**config.mk**
```make
export PLATFORM = sky130hd
export DESIGN_NAME = time_keeper
export DESIGN_NICKNAME = d
export VERILOG_FILES = /design/src/rtl/time_pkg.sv /design/src/rtl/mod_counter.sv /design/src/rtl/time_keeper.sv
export SDC_FILE = /design/constraint.sdc
export NUM_CORES = 1
export LEC_CHECK = 0
export CORE_MARGIN = 2
export CORE_UTILIZATION = 44
export DETAILED_ROUTE_END_ITERATION = 16
export PLACE_DENSITY_LB_ADDON = 0.08
export RECOVER_POWER = 100
export SLEW_MARGIN = 10
export SYNTH_ARGS = -nofsm -noshare
export SYNTH_HDL_FRONTEND = slang
export SYNTH_HIERARCHICAL = 1
export SYNTH_SLANG_ARGS = --single-unit
```
**constraint.sdc**
```tcl
create_clock -name clk -period 2.85 [get_ports clk]
set_input_delay 0.57 -clock clk [delete_from_list [all_inputs] [get_ports clk]]
set_output_delay 0.57 -clock clk [all_outputs]
set_load 0.01 [all_outputs]
```
**src/rtl/time_pkg.sv**
```systemverilog
// rtl/time_pkg.sv - shared field selects, field limits and field type for the time-of-day bank
package time_pkg;

    typedef logic [6:0] field_t;

    localparam logic [1:0] SEL_SEC   = 2'b00;
    localparam logic [1:0] SEL_MIN   = 2'b01;
    localparam logic [1:0] SEL_HOUR  = 2'b10;
    localparam logic [1:0] SEL_ALARM = 2'b11;

    localparam int SEC_MAX_DEF  = 59;
    localparam int MIN_MAX_DEF  = 59;
    localparam int HOUR_MAX_DEF = 23;

endpackage

```
**src/rtl/mod_counter.sv**
```systemverilog
// rtl/mod_counter.sv - loadable modulo-(MAX+1) counter with increment enable and carry-out
//
// Ports:
//   clk, rst    clock, synchronous active-high reset
//   inc         advance by one this cycle
//   load        overwrite with load_value (wins over inc)
//   load_value  value to load, assumed already range-checked
//   count       current value
//   carry       inc while count == MAX (count wraps to 0 this edge)
import time_pkg::*;

module mod_counter #(
    parameter int MAX = 59
) (
    input  logic   clk,
    input  logic   rst,
    input  logic   inc,
    input  logic   load,
    input  field_t load_value,
    output field_t count,
    output logic   carry
);

    assign carry = inc && (count == 7'(MAX));

    always_ff @(posedge clk) begin
        if (rst) begin
            count <= '0;
        end else if (load) begin
            count <= load_value;
        end else if (inc) begin
            count <= carry ? '0 : count + 7'd1;
        end
    end

endmodule

```
**src/rtl/time_keeper.sv**
```systemverilog
// rtl/time_keeper.sv - time-of-day register bank advancing sec/min/hour on a 1 Hz tick
//
// Optional feature macro: TIME_KEEPER_ALARM_EN (alarm registers and alarm pulse).
//
// Ports:
//   clk, rst     clock, synchronous active-high reset
//   tick         one-cycle 1 Hz enable
//   run          counting enable; 0 ignores ticks and drops any pending tick
//   load_valid   one-cycle strobe qualifying load_sel/load_data
//   load_sel     00 sec, 01 min, 10 hour, 11 alarm
//   load_data    binary value for the selected field
//   sec/min/hour current time
//   day_wrap     one-cycle pulse on 23:59:59 -> 00:00:00
//   load_err     one-cycle pulse when a load is rejected
//   alarm        one-cycle pulse when a tick lands on the alarm time (0 without the macro)
import time_pkg::*;

module time_keeper #(
    parameter int SEC_MAX  = SEC_MAX_DEF,
    parameter int MIN_MAX  = MIN_MAX_DEF,
    parameter int HOUR_MAX = HOUR_MAX_DEF
) (
    input  logic       clk,
    input  logic       rst,
    input  logic       tick,
    input  logic       run,
    input  logic       load_valid,
    input  logic [1:0] load_sel,
    input  logic [6:0] load_data,
    output logic [6:0] sec,
    output logic [6:0] min,
    output logic [6:0] hour,
    output logic       day_wrap,
    output logic       load_err,
    output logic       alarm
);

    logic tick_pend;
    logic advance;
    logic load_ok;
    logic sec_ld, min_ld, hour_ld;
    logic sec_carry, min_carry, hour_carry;
`ifdef TIME_KEEPER_ALARM_EN
    logic [5:0] alarm_min;
    logic [4:0] alarm_hour;
    logic       alarm_min_ld, alarm_hour_ld;
    logic       alarm_hit;
    field_t     min_after, hour_after;
`endif

    // Any load this cycle blocks the advance; the tick is parked in tick_pend instead.
    assign advance = run && (tick || tick_pend) && !load_valid;

    always_comb begin
        load_ok = 1'b0;
        sec_ld  = 1'b0;
        min_ld  = 1'b0;
        hour_ld = 1'b0;
`ifdef TIME_KEEPER_ALARM_EN
        alarm_min_ld  = 1'b0;
        alarm_hour_ld = 1'b0;
`endif
        if (load_valid) begin
            case (load_sel)
                SEL_SEC: begin
                    load_ok = (load_data <= 7'(SEC_MAX));
                    sec_ld  = load_ok;
                end
                SEL_MIN: begin
                    load_ok = (load_data <= 7'(MIN_MAX));
                    min_ld  = load_ok;
                end
                SEL_HOUR: begin
                    load_ok = (load_data <= 7'(HOUR_MAX));
                    hour_ld = load_ok;
                end
                default: begin
`ifdef TIME_KEEPER_ALARM_EN
                    // bit 6 picks hour vs minute; an hour load also requires bit 5 clear
                    if (!load_data[6]) begin
                        load_ok      = (load_data[5:0] <= 6'(MIN_MAX));
                        alarm_min_ld = load_ok;
                    end else begin
                        load_ok       = !load_data[5] && (load_data[4:0] <= 5'(HOUR_MAX));
                        alarm_hour_ld = load_ok;
                    end
`else
                    load_ok = 1'b0;
`endif
                end
            endcase
        end
    end

    mod_counter #(.MAX(SEC_MAX)) u_sec (
        .clk(clk), .rst(rst), .inc(advance), .load(sec_ld),
        .load_value(load_data), .count(sec), .carry(sec_carry)
    );

    mod_counter #(.MAX(MIN_MAX)) u_min (
        .clk(clk), .rst(rst), .inc(sec_carry), .load(min_ld),
        .load_value(load_data), .count(min), .carry(min_carry)
    );

    mod_counter #(.MAX(HOUR_MAX)) u_hour (
        .clk(clk), .rst(rst), .inc(min_carry), .load(hour_ld),
        .load_value(load_data), .count(hour), .carry(hour_carry)
    );

    // tick_pend owes at most one tick. When a new tick meets a pending one without a load,
    // one is applied and the other stays owed; with a load both collapse to one.
    always_ff @(posedge clk) begin
        if (rst) begin
            tick_pend <= 1'b0;
            day_wrap  <= 1'b0;
            load_err  <= 1'b0;
        end else begin
            if (!run) begin
                tick_pend <= 1'b0;
            end else if (load_valid) begin
                tick_pend <= tick_pend || tick;
            end else if (advance) begin
                tick_pend <= tick_pend && tick;
            end
            day_wrap <= hour_carry;
            load_err <= load_valid && !load_ok;
        end
    end

`ifdef TIME_KEEPER_ALARM_EN
    // Time reached by this cycle's advance; only relevant when seconds wrap to 0.
    always_comb begin
        min_after  = min_carry ? '0 : min + 7'd1;
        hour_after = hour_carry ? '0 : (min_carry ? hour + 7'd1 : hour);
        alarm_hit  = advance && sec_carry &&
                     (min_after == {1'b0, alarm_min}) && (hour_after == {2'b00, alarm_hour});
    end

    always_ff @(posedge clk) begin
        if (rst) begin
            alarm_min  <= '0;
            alarm_hour <= '0;
            alarm      <= 1'b0;
        end else begin
            if (alarm_min_ld)  alarm_min  <= load_data[5:0];
            if (alarm_hour_ld) alarm_hour <= load_data[4:0];
            alarm <= alarm_hit;
        end
    end
`else
    assign alarm = 1'b0;
`endif

endmodule

```
==> results.ini, run 1 <==
[yosys]
ys_warn_count = 6
synthDistinctLibCells = 45
syn_nets = 182
syn_inst = 165
seq_area_frac_synth = 0.322
syn_area_per_cell_um2 = 9.05
syn_area_um2 = 1490
synth-seq-cells = 24
async_flop_share = 0
synthFlopType = dfxtp_1
synth_edf_count = 0

[route]
detailedRoute.firstPassIterationCount = 4
drc = 0
avgViaCountPerCell = 5.55
wl_um = 3880
final_antenna_net_count = 0
vias = 1464
drt_iter0_drc = 97
wl_per_cell_um = 14.7

[clocking]
root_buffer = clkbuf_4
hold_buffers = 0
clockBufferDepth = 2
cts_tree = yes
post_cts_buffers = 0
cts_made_buffers = 3
clock-sinks = 24
cts-resized-gates = 0
insertion_delay_ns = 0.32
htree_levels = 1
clkTransAtPathRegs_ns = 0.14

[grt]
grt_overflow_total = 0
antenna_found_initial = 0
grt_max_degree = 15
first_global_vias = 1391
grt_pass1_wl_um = 6490
grtUsageTotal = 0.205

[worst_setup_path]
slowest_delay_ns = 0.49
r2r_start = u_sec/count[0]
endpoint_kind = flop
path_class = in2reg
startpoint_type = input port
r2r_slack_ns = 0.47
cp_cell_sequence = clkdlybuf4s50_1 -> nor2_1 -> nor3b_2 -> nand2_1 -> nor4_2 -> nand2_1 -> nor4_2 -> buf_4 -> nand4_2 -> or3b_1 -> a221oi_1
crit_slowest_cell = clkdlybuf4s50_1
rr_worst_depth = 9
path_max_fanout = 4
timing.rr.end = u_hour/count[3]
arrival_ns = 2.91
required_ns = 3.09

[sta]
totalNegativeSetupSlack_ns = 0
clock_skew_ns = 0.00726
setup_viol = 0
fmax_ghz = 0.374
hold_viol_final = 0
worstMarginPinSlew_ns = 0.611
rsz0062_at_grt = no
timing.final.crit_share = 0.938
final_max_slew_viol_count = 0
layout_min_cycle_time_ns = 2.67
maxSlewHeadroom = 0.591

[flow_run]
maxCapViolations = 0

[worst_hold_path]
hp-class = reg2reg
whs_endpoint = u_sec/count[6]
hold_start = u_sec/count[6]
hold_depth = 2

[placement]
dpl_cell_area_um2 = 1990
gp_congestion = 0.857
dp_hpwl_um = 2890
io_buffers = 36

[floorplan]
chipWidth_um = 62.2
die_area_um2 = 3870
die_h_um = 62.2
row_count = 21
start_util = 0.454
io_pins = 38
core_um2 = 3280

[cells_and_area]
diodes = 0
syn_to_final_growth_pct = 35.4
drive_gt1_frac = 0.170
fill_cells = 313
stdcell_area_um2 = 2020
finalNetCount = 236

[power_and_ir_drop]
p_leak_uw = 0.000790
peakVddDrop_mv = 0.191
total_power_uw = 634
cellPowerDensity_nw_per_um2 = 314

[status]
status = finished clean

cells in the final DEF (no fill, tap or decap), types with 2 or more instances in the layout:
| master | netlist | final |
|---|---|---|
| nor3b_1 | 5 | 4 |
| xor2_1 | 9 | 9 |
| a221oi_1 | 0 | 2 |
| o21ai_0 | 4 | 4 |
| dfxtp_1 | 24 | 24 |
| and4_1 | 2 | 2 |
| dlygate4sd3_1 | 0 | 25 |
| o22ai_1 | 6 | 6 |
| nor4_2 | 2 | 2 |
| a21oi_1 | 12 | 12 |
| o21a_1 | 2 | 2 |
| and2_1 | 2 | 2 |
| mux2i_1 | 4 | 4 |
| nand2_1 | 10 | 10 |
| and3b_1 | 2 | 2 |
| a2111oi_2 | 2 | 2 |
| clkdlybuf4s50_1 | 0 | 11 |
| o2111ai_1 | 4 | 4 |
| nor2_1 | 16 | 16 |
| clkbuf_1 | 0 | 3 |
| nand3_2 | 4 | 4 |
| clkbuf_4 | 0 | 3 |
| buf_4 | 1 | 18 |
| inv_1 | 8 | 8 |
| or3_1 | 8 | 8 |
| nor3_1 | 2 | 2 |
| ha_1 | 3 | 3 |
| a311oi_1 | 4 | 4 |
| o31ai_1 | 2 | 2 |
| nand4_1 | 2 | 2 |
worst max-delay path, delay by kind of cell:
kind	cells	cell delay [ns]
buf+inv	2	0.67
compound gates	1	0.22
simple gates	8	1.47
synth_stat cells (all sizes together) (2+ instances only):
cell type	n	area share
dfxtp	24	0.32
a2111oi	2	0.020
and2	2	0.0084
xor2	9	0.053
and3b	2	0.012
o2111ai	4	0.023
ha	3	0.025
nor3	2	0.0067
nor2	16	0.040
buf	6	0.034
and4	3	0.018
nor3b	5	0.025
o21a	2	0.010
a21oi	13	0.046
a311oi	4	0.023
o21ai	4	0.013
o22ai	6	0.025
o31ai	2	0.010
nand4	3	0.017
or3	8	0.034
inv	8	0.020
nor4	2	0.017
nand3	5	0.030
mux2i	4	0.027
nand2	10	0.025
a221oi	3	0.030
cell families (layout without fill, tap and decap cells):
kind of cell / after synthesis / in the layout / share of synthesized area
compound gates: 41 / 41 / 0.213
simple gates: 65 / 65 / 0.275
buf+inv: 16 / 69 / 0.0704
mux: 4 / 4 / 0.0268
fa+ha+maj: 4 / 4 / 0.0319
flops: 24 / 24 / 0.322
xor+xnor: 10 / 10 / 0.0587
other cells: 1 / 1 / 0.00251
sequential cells by signal, indices dropped and copies added (netlist names):
| register | flops |
|---|---|
| day_wrap | 1 |
| u_sec/count | 7 |
| u_min/count | 7 |
| tick_pend | 1 |
| u_hour/count | 7 |
| load_err | 1 |
per-stage QoR:
step                      cells  hold slack [ns]   util  setup WS [ns]
after CTS                   264            0.575  0.618          0.117
after global routing        264            0.605  0.615         0.0333
after global placement      260            0.544  0.607         -0.165
after floorplan             165            0.555      -         0.0276
final                       264            0.578  0.615          0.176
after detailed placement    260            0.561  0.607         -0.221
report_power, final:
group	switching, uW	leakage (uW)	internal, uW
clock	109	0.0000210	78.1
combinational	43.7	0.000575	49.1
sequential	10.5	0.000195	344
total	163	0.000790	471
worst max-delay path by stage:
stage	start	to	slack, ns	cells past startpoint
2_1_floorplan	tick	u_hour/count[3]	0.03	12
3_3_place_gp	tick	u_hour/count[3]	-0.17	11
3_5_place_dp	tick	u_hour/count[3]	-0.22	11
4_1_cts	tick	u_hour/count[3]	0.12	11
5_1_grt	tick	u_hour/count[6]	0.03	12
6_report	tick	u_hour/count[3]	0.18	11
routing by layer:
layer | share of wire | track usage | wire length, um
met1 | 0.48 | 0.273 | 1880
met2 | 0.47 | 0.334 | 1820
met3 | 0.041 | 0.0417 | 158
met4 | 0.0052 | 0.0639 | 20
met5 | 0 | 0 | 0
layout make-up:
cell class | instances | area (um^2) | share of cell area
multi-input combinational | 125 | 910 | 0.450
sequential | 24 | 480 | 0.238
clock buffer | 4 | 36.3 | 0.0180
timing repair buffer | 57 | 507 | 0.251
tap | 46 | 57.6 | 0.0285
inverter | 8 | 30.0 | 0.0149
Power figures use the tool's default switching activity.
==> run 2, diff against run 1 <==
CORE_UTILIZATION = 52   (was 44)
clock period = 3.3 ns   (was 2.85 ns; I/O delays follow)
==> run 2 against run 1 <==
Against the previous run:
- via count decreased by 1.6%
- critical path type unchanged
- clock skew decreased by 0.0036 ns
- design area shrank 6.7%
- largest power group unchanged
- global-route usage rose by 2.5 points
==> results.ini, run 2 (synthesis gave the netlist of run 1 again) <==
[sta]
final_max_slew_viol_count = 0  ; unchanged
fmax_ghz = 0.338
setup_viol = 0  ; unchanged
layout_min_cycle_time_ns = 2.96
hold_viol_final = 0  ; unchanged
timing.final.crit_share = 0.897
worstMarginPinSlew_ns = 0.632  ; +0.0206 ns
maxSlewHeadroom = 0.577  ; -0.0138
rsz0062_at_grt = no
clock_skew_ns = 0.00362  ; -0.00364 ns
totalNegativeSetupSlack_ns = 0  ; unchanged

[route]
drc = 0  ; unchanged
vias = 1441  ; -1.6%
drt_iter0_drc = 69  ; -29%
wl_per_cell_um = 15.6  ; +6.2%
final_antenna_net_count = 0  ; unchanged
avgViaCountPerCell = 6.08  ; +9.6%
wl_um = 3700  ; -4.7%
detailedRoute.firstPassIterationCount = 4  ; unchanged

[worst_setup_path]
r2r_start = u_sec/count[0]
endpoint_kind = flop
arrival_ns = 3.16  ; +0.25 ns
startpoint = tick
rr_worst_depth = 10  ; +1
startpoint_type = input port
path_class = in2reg
required_ns = 3.50  ; +0.41 ns
path_max_fanout = 12  ; +8

[cells_and_area]
largest_registers = u_hour/count: 7 flops, u_min/count: 7 flops, u_sec/count: 7 flops
final_cell_mix = dlygate4sd3_1 (25), dfxtp_1 (24), nor2_1 (16)
layout_commonest_cell = dlygate4sd3_1
diodes = 0  ; unchanged
finalNetCount = 224  ; -5.1%
drive_gt1_frac = 0.107  ; -0.0629
stdcell_area_um2 = 1880  ; -6.7%
syn_to_final_growth_pct = 26.2

[power_and_ir_drop]
p_switching_uw = 135  ; -17%
p_comb_frac = 0.139  ; -0.007
p_leak_uw = 0.000729  ; -7.7%
clock_power_share = 0.292  ; -0.002
netSwitchingFraction = 0.252  ; -0.00510
cellPowerDensity_nw_per_um2 = 285  ; -9.1%
peakVddDrop_mv = 0.308  ; +61%
p_int_uw = 402  ; -15%
seqPwrFrac = 0.569  ; +0.010

[clocking]
hold_buffers = 0  ; unchanged
clkTransAtPathRegs_ns = 0.14  ; about the same
clock-sinks = 24  ; unchanged
post_cts_buffers = 0  ; unchanged
root_buffer = clkbuf_4
cts_tree = yes
clockBufferDepth = 2  ; unchanged
insertion_delay_ns = 0.31  ; about the same
cts_made_buffers = 3  ; unchanged
cts-resized-gates = 0  ; unchanged
htree_levels = 1  ; unchanged

[grt]
first_global_vias = 1369  ; -1.6%
grt_overflow_total = 0  ; unchanged
grt_pass1_wl_um = 6040  ; -7.0%
antenna_found_initial = 0  ; unchanged
grtUsageTotal = 0.230  ; +0.0255
grt_max_degree = 18  ; +3

[worst_hold_path]
hp-class = reg2reg
hold_start = u_min/count[6]
hold_depth = 2  ; unchanged

[status]
status = finished clean

[floorplan]
core_um2 = 2730  ; -17%
die_area_um2 = 3310  ; -14%
io_pins = 38  ; unchanged
die_h_um = 57.6  ; -7.5%
chipWidth_um = 57.6  ; -7.5%
start_util = 0.546  ; +0.0915
row_count = 19  ; -9.5%

[placement]
gp_congestion = 0.871  ; +1.7%
dpl_cell_area_um2 = 1880  ; -5.5%
dp_hpwl_um = 2760  ; -4.4%
io_buffers = 36  ; unchanged

[flow_run]
maxCapViolations = 0  ; unchanged

[run 2: cell types whose count changed in the layout (fill, tap and decap cells not counted), sizes merged]
cell  change
buf      -12
[run 2: area by class of cell]
type | instances | area [um^2]
Multi-Input combinational cell | 125 | 882
Fill cell | 231 | 850
Sequential cell | 24 | 480
Timing Repair Buffer | 45 | 417
Tap cell | 31 | 38.8
Clock buffer | 4 | 36.3
Inverter | 8 | 30.0
[run 2: path summary, 6_finish.rpt]
path                                   endpoint  slack (ns)
worst max register to register  u_hour/count[6]        0.79
worst min register to register   u_min/count[6]        0.59
worst max-delay path            u_hour/count[6]        0.34
worst min-delay path             u_min/count[6]        0.59
[run 2: critical path, stage by stage]
cell	delay [ns]
clkdlybuf4s50_1	0.49
nor2_1	0.05
nor3b_1	0.25
nand2_1	0.13
nor4_2	0.29
nand2_1	0.12
nor4_1	0.25
buf_4	0.24
nand2_1	0.10
o311ai_2	0.34
or2_1	0.18
o22ai_1	0.07
[run 2: metrics by stage]
step | util | setup slack (ns) | cells | total power [uW] | hold WS (ns)
CTS | 0.703 | 0.383 | 237 | 547 | 0.595
floorplan | - | 0.388 | 165 | 345 | 0.555
finish | 0.689 | 0.340 | 237 | 538 | 0.591
detailed placement | 0.689 | 0.0501 | 233 | 392 | 0.571
global placement | 0.689 | 0.143 | 233 | 390 | 0.538
global route | 0.689 | 0.0959 | 237 | 560 | 0.609
[run 2: power groups by stage]
stage	Clock, uW	Sequential (uW)	Combinational [uW]
after floorplan	0	315	30.4
after global placement	0	312	77.5
after detailed placement	0	313	79.1
after CTS	161	306	79.6
after global routing	173	308	80.0
final	157	306	74.5
[run 2: per-layer routing]
| metal | part of all wire | routed length (um) | track usage | up-vias |
|---|---|---|---|---|
| met5 | 0 | 0 | 0 | - |
| met4 | 0.0051 | 19 | 0.0498 | 0 |
| met3 | 0.060 | 222 | 0.0385 | 2 |
| met2 | 0.47 | 1730 | 0.393 | 47 |
| met1 | 0.47 | 1730 | 0.305 | 691 |
| li1 | - | - | - | 701 |
